==> config.mk <==
export PLATFORM = sky130hd
export DESIGN_NAME = data_flow_collector
export DESIGN_NICKNAME = d
export VERILOG_FILES = /design/src/rtl/data_flow_collector.sv
export SDC_FILE = /design/constraint.sdc
export NUM_CORES = 1
export LEC_CHECK = 0
export BUFFER_PORTS_ARGS = -buffer_cell sky130_fd_sc_hd__clkbuf_2
export CAP_MARGIN = 20
export CORE_AREA = 2 2 283 285
export DETAILED_ROUTE_END_ITERATION = 16
export DIE_AREA = 0 0 285 287
export PLACE_DENSITY = 0.64
export REMOVE_ABC_BUFFERS = 1
export SLEW_MARGIN = 20
export SYNTH_ARGS = -nofsm -noshare
export SYNTH_HDL_FRONTEND = slang
export SYNTH_SLANG_ARGS = --single-unit
==> constraint.sdc <==
create_clock -name clk -period 1.84 [get_ports clk]
set_input_delay 0.368 -clock clk [delete_from_list [all_inputs] [get_ports clk]]
set_output_delay 0.368 -clock clk [all_outputs]
set_load 0.1 [all_outputs]
==> src/rtl/data_flow_collector.sv <==
// Serial word deserializer: packs NUM_NEURON_LAYER words (LSB-first) into one vector.
// A gap watchdog discards partial frames that stall too long.
`ifndef dataWidth
`define dataWidth 16
`endif

module data_flow_collector #(
  parameter int NUM_NEURON_LAYER = 30,
  parameter int GAP_TIMEOUT      = 64
) (
  input  logic                                   clk,
  input  logic                                   reset,
  input  logic                                   data_in_valid,
  input  logic [`dataWidth-1:0]                  in_data,
  output logic                                   x_valid,
  output logic [NUM_NEURON_LAYER*`dataWidth-1:0] x_out,
  output logic [$clog2(NUM_NEURON_LAYER+1)-1:0]  words_held,
  output logic                                   busy,
  output logic                                   frame_error
);

  localparam int W  = `dataWidth;
  localparam int VW = NUM_NEURON_LAYER * W;
  localparam int CW = $clog2(NUM_NEURON_LAYER + 1);
  localparam int GW = (GAP_TIMEOUT > 1) ? $clog2(GAP_TIMEOUT + 1) : 1;
  localparam logic [GW-1:0] GAP_LAST =
    (GAP_TIMEOUT > 0) ? GW'(GAP_TIMEOUT - 1) : '0;
  localparam logic [CW-1:0] LAST_IDX = CW'(NUM_NEURON_LAYER - 1);

  typedef enum logic {IDLE, COLLECT} state_t;

  state_t          state, state_n;
  logic [VW-1:0]   shreg, shreg_n, shifted, x_out_n;
  logic [CW-1:0]   count_n;
  logic [GW-1:0]   gap, gap_n;
  logic            x_valid_n, frame_error_n;
  logic            last, timeout;

  // New words enter at the top slice so word 0 ends in the lowest slice.
  generate
    if (NUM_NEURON_LAYER == 1) begin : g_single
      assign shifted = in_data;
    end else begin : g_multi
      assign shifted = {in_data, shreg[VW-1:W]};
    end
  endgenerate

  assign last    = (words_held == LAST_IDX);
  assign timeout = (GAP_TIMEOUT > 0) && (gap == GAP_LAST);
  assign busy    = (state == COLLECT);

  always_comb begin
    state_n       = state;
    shreg_n       = shreg;
    count_n       = words_held;
    gap_n         = gap;
    x_out_n       = x_out;
    x_valid_n     = 1'b0;
    frame_error_n = 1'b0;
    if (data_in_valid) begin
      shreg_n = shifted;
      gap_n   = '0;
      if (last) begin
        x_out_n   = shifted;
        x_valid_n = 1'b1;
        count_n   = '0;
        state_n   = IDLE;
      end else begin
        count_n = words_held + CW'(1);
        state_n = COLLECT;
      end
    end else if (state == COLLECT) begin
      if (timeout) begin
        state_n       = IDLE;
        count_n       = '0;
        gap_n         = '0;
        frame_error_n = 1'b1;
      end else if (GAP_TIMEOUT > 0) begin
        gap_n = gap + GW'(1);
      end
    end
  end

  always_ff @(posedge clk) begin
    if (reset) begin
      state       <= IDLE;
      shreg       <= '0;
      words_held  <= '0;
      gap         <= '0;
      x_out       <= '0;
      x_valid     <= 1'b0;
      frame_error <= 1'b0;
    end else begin
      state       <= state_n;
      shreg       <= shreg_n;
      words_held  <= count_n;
      gap         <= gap_n;
      x_out       <= x_out_n;
      x_valid     <= x_valid_n;
      frame_error <= frame_error_n;
    end
  end

endmodule

Yosys cells after proc, flatten, opt, wreduce, memory -nomap -nowiden
Cells that the tools add are included.
{ "totals": {"regBits": 975, "input_bits": 19} }
{ "classes": {"addsub": 2, "n_eq_ne": 2, "mux": 11, "bitwise": 2, "n_reduce_logical": 7} }
{ "ops": {"columns": ["cell", "n"], "rows": [
  ["$mux W5", 4],
  ["$add A7 B1 Y7 const B", 1],
  ["$eq A7 B6 Y1 const B", 1],
  ["$mux W7", 1],
  ["$mux W1", 6],
  ["$add A5 B1 Y5 const B", 1],
  ["$eq A5 B5 Y1 const B", 1],
  ["$reduce_and A2 Y1", 2],
  ["$reduce_bool A2 Y1", 2],
  ["$reduce_or A2 Y1", 2],
  ["$reduce_or A3 Y1", 1],
  ["$not A1 Y1", 2]
]} }

Depth between registers and ports, before layout
Gate-level depths: netlist of run 1.
{ "depth": {"depth_word": 4, "ltp_mapped": 8} }

Worst setup path before layout of run 1
No wires, ideal clock.
{ "synth_path": {"path_kind": "register -> register", "startpoint": "register words_held[1]", "endpoint": "register x_out[0]", "setup_ns": 0.062, "t_arrival_ns": 2.311, "required_ns": 1.778, "slack_ns": -0.533, "path_stages_with_launch": 8, "synth_period_minus_slack_ns": 2.373, "path_cell_list": "dfxtp_1 -> inv_1 -> ha_1 -> and4_1 -> a21oi_2 -> buf_6 -> clkbuf_1 -> a22o_1"} }
{ "synth_via": {"elab_chain_cells": 2} }
{ "synth_rtl": {"columns": ["item", "line_no", "text"], "rows": [
  ["from (decl)", "17", "output logic [$clog2(NUM_NEURON_LAYER+1)-1:0] words_held,"],
  ["from (signal assigned)", "96", "words_held <= count_n;"],
  ["$eq A5 B5 Y1", "48", "assign last = (words_held == LAST_IDX);"],
  ["$reduce_and A2 Y1 (no source line)", null, null],
  ["to (signal assigned)", "98", "x_out <= x_out_n;"],
  ["to (decl)", "16", "output logic [NUM_NEURON_LAYER*`dataWidth-1:0] x_out,"]
]} }
Every way passes these cells.
A chain may end at the register's enable or synchronous reset.

Worst setup path after layout of run 1
{ "layout_path": {"startpoint": "register words_held[1]", "endpoint": "register x_out[125]"} }
The elaborated chain is that of the path after synthesis.

==> results.cfg, run 1 <==
[outcome]
status = finished clean

[detailed_routing]
drt-initial-drc-count = 1137
totalWireLength_mm = 75.8
first_pass_iters = 5
routedWlPerCell_um = 17.7
vias_per_cell = 4.93
drc = 0
vias = 21100
ant_nets = 0

[timing]
setup_viol = 0
min_period_ns = 1.79
max_freq_ghz = 0.559
min_period_over_period_pct = 97.2
setup_tns_ns = 0
hold_viol_final = 0
worst_slew_pin_slew_ns = 0.640
drv_slew = 0
grt_setup_unrepaired = yes
fin_skew_ns = 0.0325
fin_ws_ns = 0.0515
relSlewSlack_pct = 57.3

[synthesis]
synthCells = 2636
synth_edf_count = 0
ys_ff_latch = 959
avgSynthCellArea_um2 = 11.8
syn_area_um2 = 31200
synth_top_area_cell = dfxtp_1
yosysSeqAreaShare_pct = 61.5
synthArstFlopShare_pct = 0
ys.flop_type = dfxtp_1
synth_top_cell_area_share_pct = 61.5
ys_warn_count = 0
synthDistinctLibCells = 30
synthTopCellsByArea = dfxtp_1 61%, mux2i_1 15%, a22o_1 13%, nor2_1 5.6%, buf_2 2.2%

[floorplanning]
pin_count = 507
core-area_um2 = 78600
start_util_pct = 39.7
fp.dieH_um = 287
rows = 103
fp.dieArea_um2 = 81800
fp.dieW_um = 285

[clock_network]
numCtsBuffers = 98
htreeDepth = 3
cts_tree = done
cts_root_buffer = clkbuf_16
path_clk_slew_ns = 0.06
ctsLongestPathBuffers = 3
insertion_delay_ns = 0.65
clock-sinks = 959

[worst_setup_path]
worstSetupStartpoint = words_held[1]
cp_cell_sequence = inv_1 > ha_1 > and4_1 > a21oi_4 > buf_12 > buf_16 > buf_12 > a22o_1
crit_arrival_ns = 2.36
crit_type = reg2reg
start_kind = flop
worstPathRequired_ns = 2.41
r2r_setup_slack_ns = 0.05
r2r-start = words_held[1]
critical_path.endpoint_type = flop
path_common_cell = buf_12
critPathMaxFanout = 17
slowest_delay_ns = 0.34
cpMaxStageDelayCell = dfxtp_1

[place]
dpl.hpwl_mm = 49.8
numPortBuffers = 506
pre_cts_ws_ns = 0.0673
gp_congestion = 0.784

[min_path]
worstHoldStart = data_in_valid
hold_class = in2reg

[global_route]
overflow = 0
grt_pass1_wl_mm = 117
groute.usage.overall_pct = 17.5
grt_antenna_before_repair = 0
grt_max_degree = 91
grt_pass1_vias = 20600

[final_layout]
final_layout_size_suffix_gt1_share_pct = 24.4
n_fill_cell = 6904
final_cell_mix = 958 x dfxtp_1, 480 x a22o_1, 468 x nor2_1
seq_area_um2 = 19200
fin_nets = 3182
layout_commonest_cell = dfxtp_1
area_delta_synth_final_pct = 29.5
multi_input_area_um2 = 11000

[pwr]
power_density_nw_per_um2 = 1070
leakagePower_uw = 0.0178
ir_drop_mv = 0.743

[run]
maxCapViolCount = 0
==> state kept, by name (all words and copies together) (netlist names) <==
signal / count
x_out: 480
x_valid: 1
busy: 1
frame_error: 1
words_held: 5
shreg: 464
gap: 7
==> critical path, delay by kind of cell (launching register included) <==
kind | cells | cell delay (ns)
buffers and inverters | 4 | 0.57
AO/OA/AOI/OAI | 2 | 0.37
flip-flops | 1 | 0.34
AND/OR/NAND/NOR | 1 | 0.23
adder cells (fa/ha/maj) | 1 | 0.20
==> layer usage <==
metal,routed length (µm),global-route usage [%]
met5,0,0
met4,1650,5.86
met3,3860,4.02
met2,35800,28.7
met1,34500,22.8
==> Yosys cell counts, types with 4 or more instances <==
library cell and instances:
a22o_1 480, nand2_1 4, nor2b_1 4, mux2i_1 464
inv_1 4, buf_6 13, nor2_1 469, buf_2 135
o21ai_0 6, dfxtp_1 959, clkbuf_1 62
==> power breakdown <==
| group | internal (µW) | leakage, µW | total, µW | switching, µW |
|---|---|---|---|---|
| Clock | 12900 | 0.00176 | 21200 | 8300 |
| Combinational | 499 | 0.00829 | 1280 | 778 |
| Sequential | 20800 | 0.00773 | 20900 | 41.3 |
==> kinds of logic (layout without fill, tap and decap cells) <==
family | after synthesis | count (layout) | synth area share, %
fa+ha+maj | 3 | 3 | 0.120
simple gates | 494 | 494 | 6.13
mux | 464 | 464 | 14.9
compound gates | 497 | 497 | 13.8
buf+inv | 215 | 821 | 3.45
other cells | 0 | 1 | 0
xor+xnor | 4 | 4 | 0.112
flops | 959 | 959 | 61.5
==> area by class of cell <==
cell class / instances / share of cell area [%]
antenna: 1 / 0.00619
clock buffer: 141 / 7.29
clock inverter: 41 / 1.54
inverter: 4 / 0.0372
multi-input combinational: 1462 / 27.1
sequential: 959 / 47.5
tap: 1050 / 3.25
timing repair buffer: 635 / 13.3
==> per-stage QoR <==
| stage | std cells | total power [µW] | hold slack, ns | instance area (µm²) | util, % |
|---|---|---|---|---|---|
| final | 4293 | 43300 | 0.104 | 40400 | 51.4 |
| after global routing | 4292 | 44800 | 0.0833 | 40400 | 51.4 |
| after CTS | 4284 | 43800 | 0.0510 | 40300 | 51.2 |
| after detailed placement | 4085 | 22500 | 0.453 | 35300 | 44.9 |
| after global placement | 4085 | 22500 | 0.449 | 35300 | 44.9 |
| after floorplan | 2425 | 21700 | 0.437 | 30200 | - |
==> final timing paths <==
kind         cells after the start       endpoint
min reg2reg                      1         gap[6]
max reg2reg                      8     x_out[125]
max                              8     x_out[125]
min                              3  words_held[0]
==> repair_timing <==
action                     4_1_cts  5_1_grt
buffers inserted                 0        5
resized for setup              462       28
hold endpoints to repair        35        0
setup endpoints to repair      453      126
pin swaps                        0        1
cloned                           0        3
hold buffers                    17        0
Note: power is estimated with default switching activity, not from simulation.
==> inputs of run 2 (changes only) <==
Settings changed: CAP_MARGIN 20 to default, SETUP_SLACK_MARGIN from default to 0.3, TNS_END_PERCENT from default to 30.
==> run 2 against run 1 <==
Net effect: clock-buffer cell count unchanged; routed wire length increased by 20%; clock skew up 0.0060 ns; cell area grew 15%; flip-flop and latch count unchanged; first-iteration DRC count is 13% higher; setup slack gained 0.073 ns; sequential power is essentially flat; fmax up 4.3%; critical endpoint is now x_out[429]; highest routed layer unchanged.
==> results.cfg, run 2 (same netlist as run 1, synthesis figures left out) <==
[final_layout]
regMostFlops = x_out
area_delta_synth_final_pct = 48.5
multi_input_area_um2 = 11000
layout_commonest_cell = dfxtp_1
final_layout_size_suffix_gt1_share_pct = 32.9
n_fill_cell = 5839
fin_nets = 3230
final_cell_mix = 719 x dfxtp_1, 480 x a22o_1, 468 x nor2_1
final_core_util_pct = 59.0
largest_reg_flops = 480
reg_top3 = x_out (480), shreg (464), gap (7)
seq_area_um2 = 19800

[timing]
relSlewSlack_pct = 56.5
drv_slew = 0
setup_viol = 0
fin_skew_ns = 0.0385
max_freq_ghz = 0.583
worst_slew_pin_slew_ns = 0.653
grt_setup_unrepaired = yes
min_period_over_period_pct = 93.2
fin_ws_ns = 0.125
min_period_ns = 1.72
hold_viol_final = 0

[min_path]
hold_class = in2reg

[detailed_routing]
totalWireLength_mm = 90.6
first_pass_iters = 5
vias_per_cell = 5.18
drt-initial-drc-count = 1287
vias = 22500
ant_nets = 0
routedWlPerCell_um = 20.9
drc = 0

[floorplanning]
fp.dieArea_um2 = 81800
fp.dieH_um = 287
core-area_um2 = 78600
rows = 103
fp.dieW_um = 285
start_util_pct = 39.7
pin_count = 507

[worst_setup_path]
cp_cell_sequence = clkbuf_4
start_kind = flop
cp_num_buf_inv = 1
critical_path.endpoint_type = output port
crit_arrival_ns = 1.35
critPathMaxFanout = 2
worstPathRequired_ns = 1.47
slowest_delay_ns = 0.34
crit_type = reg2out
path_delay_family = flip-flops
cpMaxStageDelayCell = dfxtp_1

[pwr]
p_int_uw = 34200
p_switching_uw = 9500
switching_share_pct = 21.7
comb_power_share_pct = 3.4
p_seq_share_pct = 47.4
ir_drop_mv = 0.748
power_density_nw_per_um2 = 942
leakagePower_uw = 0.0197
clock_power_share_pct = 49.2

[global_route]
groute.usage.overall_pct = 19.2
grt_pass1_wl_mm = 127
grt_pass1_vias = 21900
grt_antenna_before_repair = 0
overflow = 0
grt_max_degree = 91

[clock_network]
numCtsBuffers = 98
ctsLongestPathBuffers = 3
htreeDepth = 3
clock-sinks = 959
path_clk_slew_ns = 0.06
cts_tree = done
insertion_delay_ns = 0.66
cts_root_buffer = clkbuf_16

[place]
dpl.hpwl_mm = 49.8
numPortBuffers = 506
pre_cts_ws_ns = 0.0673
gp_congestion = 0.784

[run]
maxCapViolCount = 0

[outcome]
status = finished clean
==> run 2: cell count changes in the layout (fill, tap and decap cells not counted), sizes merged <==
cell	delta
clkbuf	-108
buf	+156
==> run 2: timing repair <==
item / 4_1_cts / 5_1_grt
pin swaps: 1 / 96
cloned: 8 / 23
hold endpoints to repair: 35 / 0
hold buffers: 17 / 0
setup buffers: 9 / 16
gates resized for setup: 1025 / 764
endpoints found under the setup margin: 968 / 972
==> run 2: final timing paths <==
| kind | start | to | slack [ns] | depth (start not counted) |
|---|---|---|---|---|
| min | data_in_valid | words_held[0] | 0.11 | 3 |
| max reg2reg | words_held[1] | x_out[1] | 0.13 | 8 |
| max | x_out[429] | x_out[429] | 0.12 | 1 |
| min reg2reg | gap[6] | gap[6] | 0.47 | 1 |
==> run 2: power groups by stage <==
| stage | logic, µW | registers, µW | clock network [µW] |
|---|---|---|---|
| final | 1510 | 20700 | 21500 |
| after CTS | 1360 | 20700 | 21700 |
| after detailed placement | 1200 | 21300 | 0 |
| after global routing | 1590 | 20700 | 22700 |
| after floorplan | 375 | 21300 | 0 |
| after global placement | 1200 | 21300 | 0 |
==> run 2: metal layers <==
metal / wire length, µm / vias to the layer above / GRT usage, % / part of all wire, %
met3: 4650 / 170 / 4.15 / 5.1
met5: 0 / - / 0 / 0
li1: - / 10600 / - / -
met1: 37800 / 11000 / 24.0 / 42
met2: 45300 / 667 / 32.3 / 50
met4: 2850 / 0 / 7.53 / 3.1
==> run 2: through the flow <==
stage          total power, µW  hold slack, ns  std cells  TNS [ns]  cell area, µm²
2_1_floorplan            21700           0.437       2425  -7468.95           30200
3_3_place_gp             22500           0.449       4085         0           35300
3_5_place_dp             22500           0.453       4085         0           35300
4_1_cts                  43800          0.0441       4301         0           43600
5_1_grt                  45000          0.0944       4340         0           46400
6_report                 43700           0.113       4341         0           46400
==> run 2: area by class of cell <==
type	count	area share, %
well taps	1050	2.83
clock buffers	141	6.36
repair buffers	683	23.1
inverters	4	0.0324
multi-input cells	1462	23.7
diodes	1	0.00540
flip-flops and latches	959	42.6
clock inverters	41	1.35
==> inputs of run 3 (changes only) <==
Settings changed: ABC_AREA from default to 0, REMOVE_ABC_BUFFERS 1 to default.
==> run 3 against run 2 <==
Net effect: routed wire length increased by 4.2%; flip-flop and latch count unchanged; global-route usage is 2.2 points higher; setup slack improved by 0.012 ns; clock power shrank 5%; register-to-register slack about the same; cell area is 3.9% lower; critical endpoint is now x_out[243]; highest routed layer unchanged.
==> results.cfg, run 3 (same netlist as run 1, synthesis figures left out) <==
[outcome]
status = finished clean

[worst_setup_path]
crit_arrival_ns = 2.23
r2r_setup_slack_ns = 0.14
ff2ff_path_depth = 8
critical_path.endpoint_type = flop
critPathMaxFanout = 32
worstPathRequired_ns = 2.36
start_kind = flop
r2r-start = words_held[1]
timing.rr.end = x_out[243]
crit_type = reg2reg

[timing]
relSlewSlack_pct = 37.8
setup_tns_ns = 0
holdWs_ns = 0.0656
fin_ws_ns = 0.137
worst_slew_pin_slew_ns = 0.932
hold_viol_final = 0
fin_skew_ns = 0.0326
max_freq_ghz = 0.587
grt_setup_unrepaired = yes
min_period_over_period_pct = 92.6
min_period_ns = 1.70
drv_slew = 0
setup_viol = 0

[final_layout]
area_delta_synth_final_pct = 42.7
diodes = 0
layout_commonest_cell = dfxtp_1
largest_reg_flops = 480
regMostFlops = x_out
reg_top3 = x_out (480), shreg (464), gap (7)
fin_nets = 3178
n_fill_cell = 6254
final_cell_mix = 861 x dfxtp_1, 480 x a22o_1, 468 x nor2_1
fin_area_um2 = 44600
final_layout_size_suffix_gt1_share_pct = 27.2

[floorplanning]
pin_count = 507
rows = 103
fp.dieArea_um2 = 81800
start_util_pct = 39.7
fp.dieH_um = 287
fp.dieW_um = 285
core-area_um2 = 78600

[min_path]
hold_class = in2reg
min_path_cells = 3
min_to = words_held[0]
worstHoldStart = data_in_valid

[global_route]
overflow = 0
met3_usage_pct = 5.89
busiest_layer = met2
grt_pass1_vias = 21300
grt_pass1_wl_mm = 136
grt_antenna_before_repair = 0
groute.usage.overall_pct = 21.4
met1_usage_pct = 27.9
grt_max_degree = 175
grt_use_met2_pct = 34.6

[run]
maxCapViolCount = 0

[detailed_routing]
totalWireLength_mm = 94.4
vias_per_cell = 5.15
first_pass_iters = 5
vias = 22100
ant_nets = 0
drc = 0
routedWlPerCell_um = 22.0
drt-initial-drc-count = 1386

[place]
dpl.hpwl_mm = 58.7
place_area_um2 = 35100
pre_cts_ws_ns = 0.0672
numPortBuffers = 506
gp_congestion = 0.817

[clock_network]
cts_tree = done
numCtsBuffers = 97
ctsLongestPathBuffers = 3
insertion_delay_ns = 0.67
htreeDepth = 3
cts_root_buffer = clkbuf_16
clock-sinks = 959
path_clk_slew_ns = 0.06

[synthesis]
syn_nets = 2658

[pwr]
leakagePower_uw = 0.0190
ir_drop_mv = 0.712
power_density_nw_per_um2 = 955
-- run 3: worst max path at each step --
stage                        from          to  slack [ns]  depth (start not counted)
finish              words_held[1]  x_out[243]        0.14                          8
global placement    words_held[1]  x_out[316]        0.11                          7
CTS                    x_out[290]  x_out[290]        0.12                          1
global route        words_held[1]  x_out[189]        0.09                          8
floorplan           words_held[0]  x_out[230]        0.11                          7
detailed placement  words_held[1]  x_out[303]        0.07                          7
-- run 3: per-layer routing --
metal  vias to the layer above  part of all wire, %  routed length (µm)
met5                         -                    0                   0
met4                         0                  2.3                2220
met3                       127                  7.0                6620
met2                       656                   47               44200
met1                     10800                   44               41400
li1                      10500                    -                   -
-- run 3: repair_timing --
item	CTS	global route
hold buffers	17	0
gates resized for setup	1074	209
gates cloned	4	12
buffers inserted	10	9
endpoints found under the hold margin	33	0
setup endpoints to repair	961	969
pin swaps	2	53
-- run 3: metrics by stage --
stage / util (%) / cells / total power [µW]
after floorplan: - / 2636 / 22200
after global placement: 44.7 / 4055 / 22500
after detailed placement: 44.7 / 4055 / 22500
after CTS: 55.4 / 4265 / 42900
after global routing: 56.7 / 4286 / 43900
final: 56.7 / 4286 / 42600
-- run 3: power by group --
part | internal [µW] | switching (µW)
registers | 20700 | 57.0
clock network | 12000 | 8390
logic | 567 | 821
total | 33300 | 9270
-- run 3: area by class of cell --
type                            instances  area (µm²)  area share (%)
Tap cell                             1050        1310            2.95
Multi-Input combinational cell       1462       11000            24.6
Timing Repair Buffer                  632        9430            21.2
Inverter                                4        17.5          0.0393
Clock buffer                          139        2820            6.32
Sequential cell                       959       19500            43.7
Clock inverter                         40         531            1.19
-- run 3: worst max-delay path, cell delays in order, from the launching register on --
cell and delay, ns:
dfxtp_4 0.36, inv_4 0.06, ha_4 0.12, and4_4 0.21, a21oi_4 0.07, buf_12 0.13
buf_12 0.16, buf_16 0.18, a22o_1 0.26
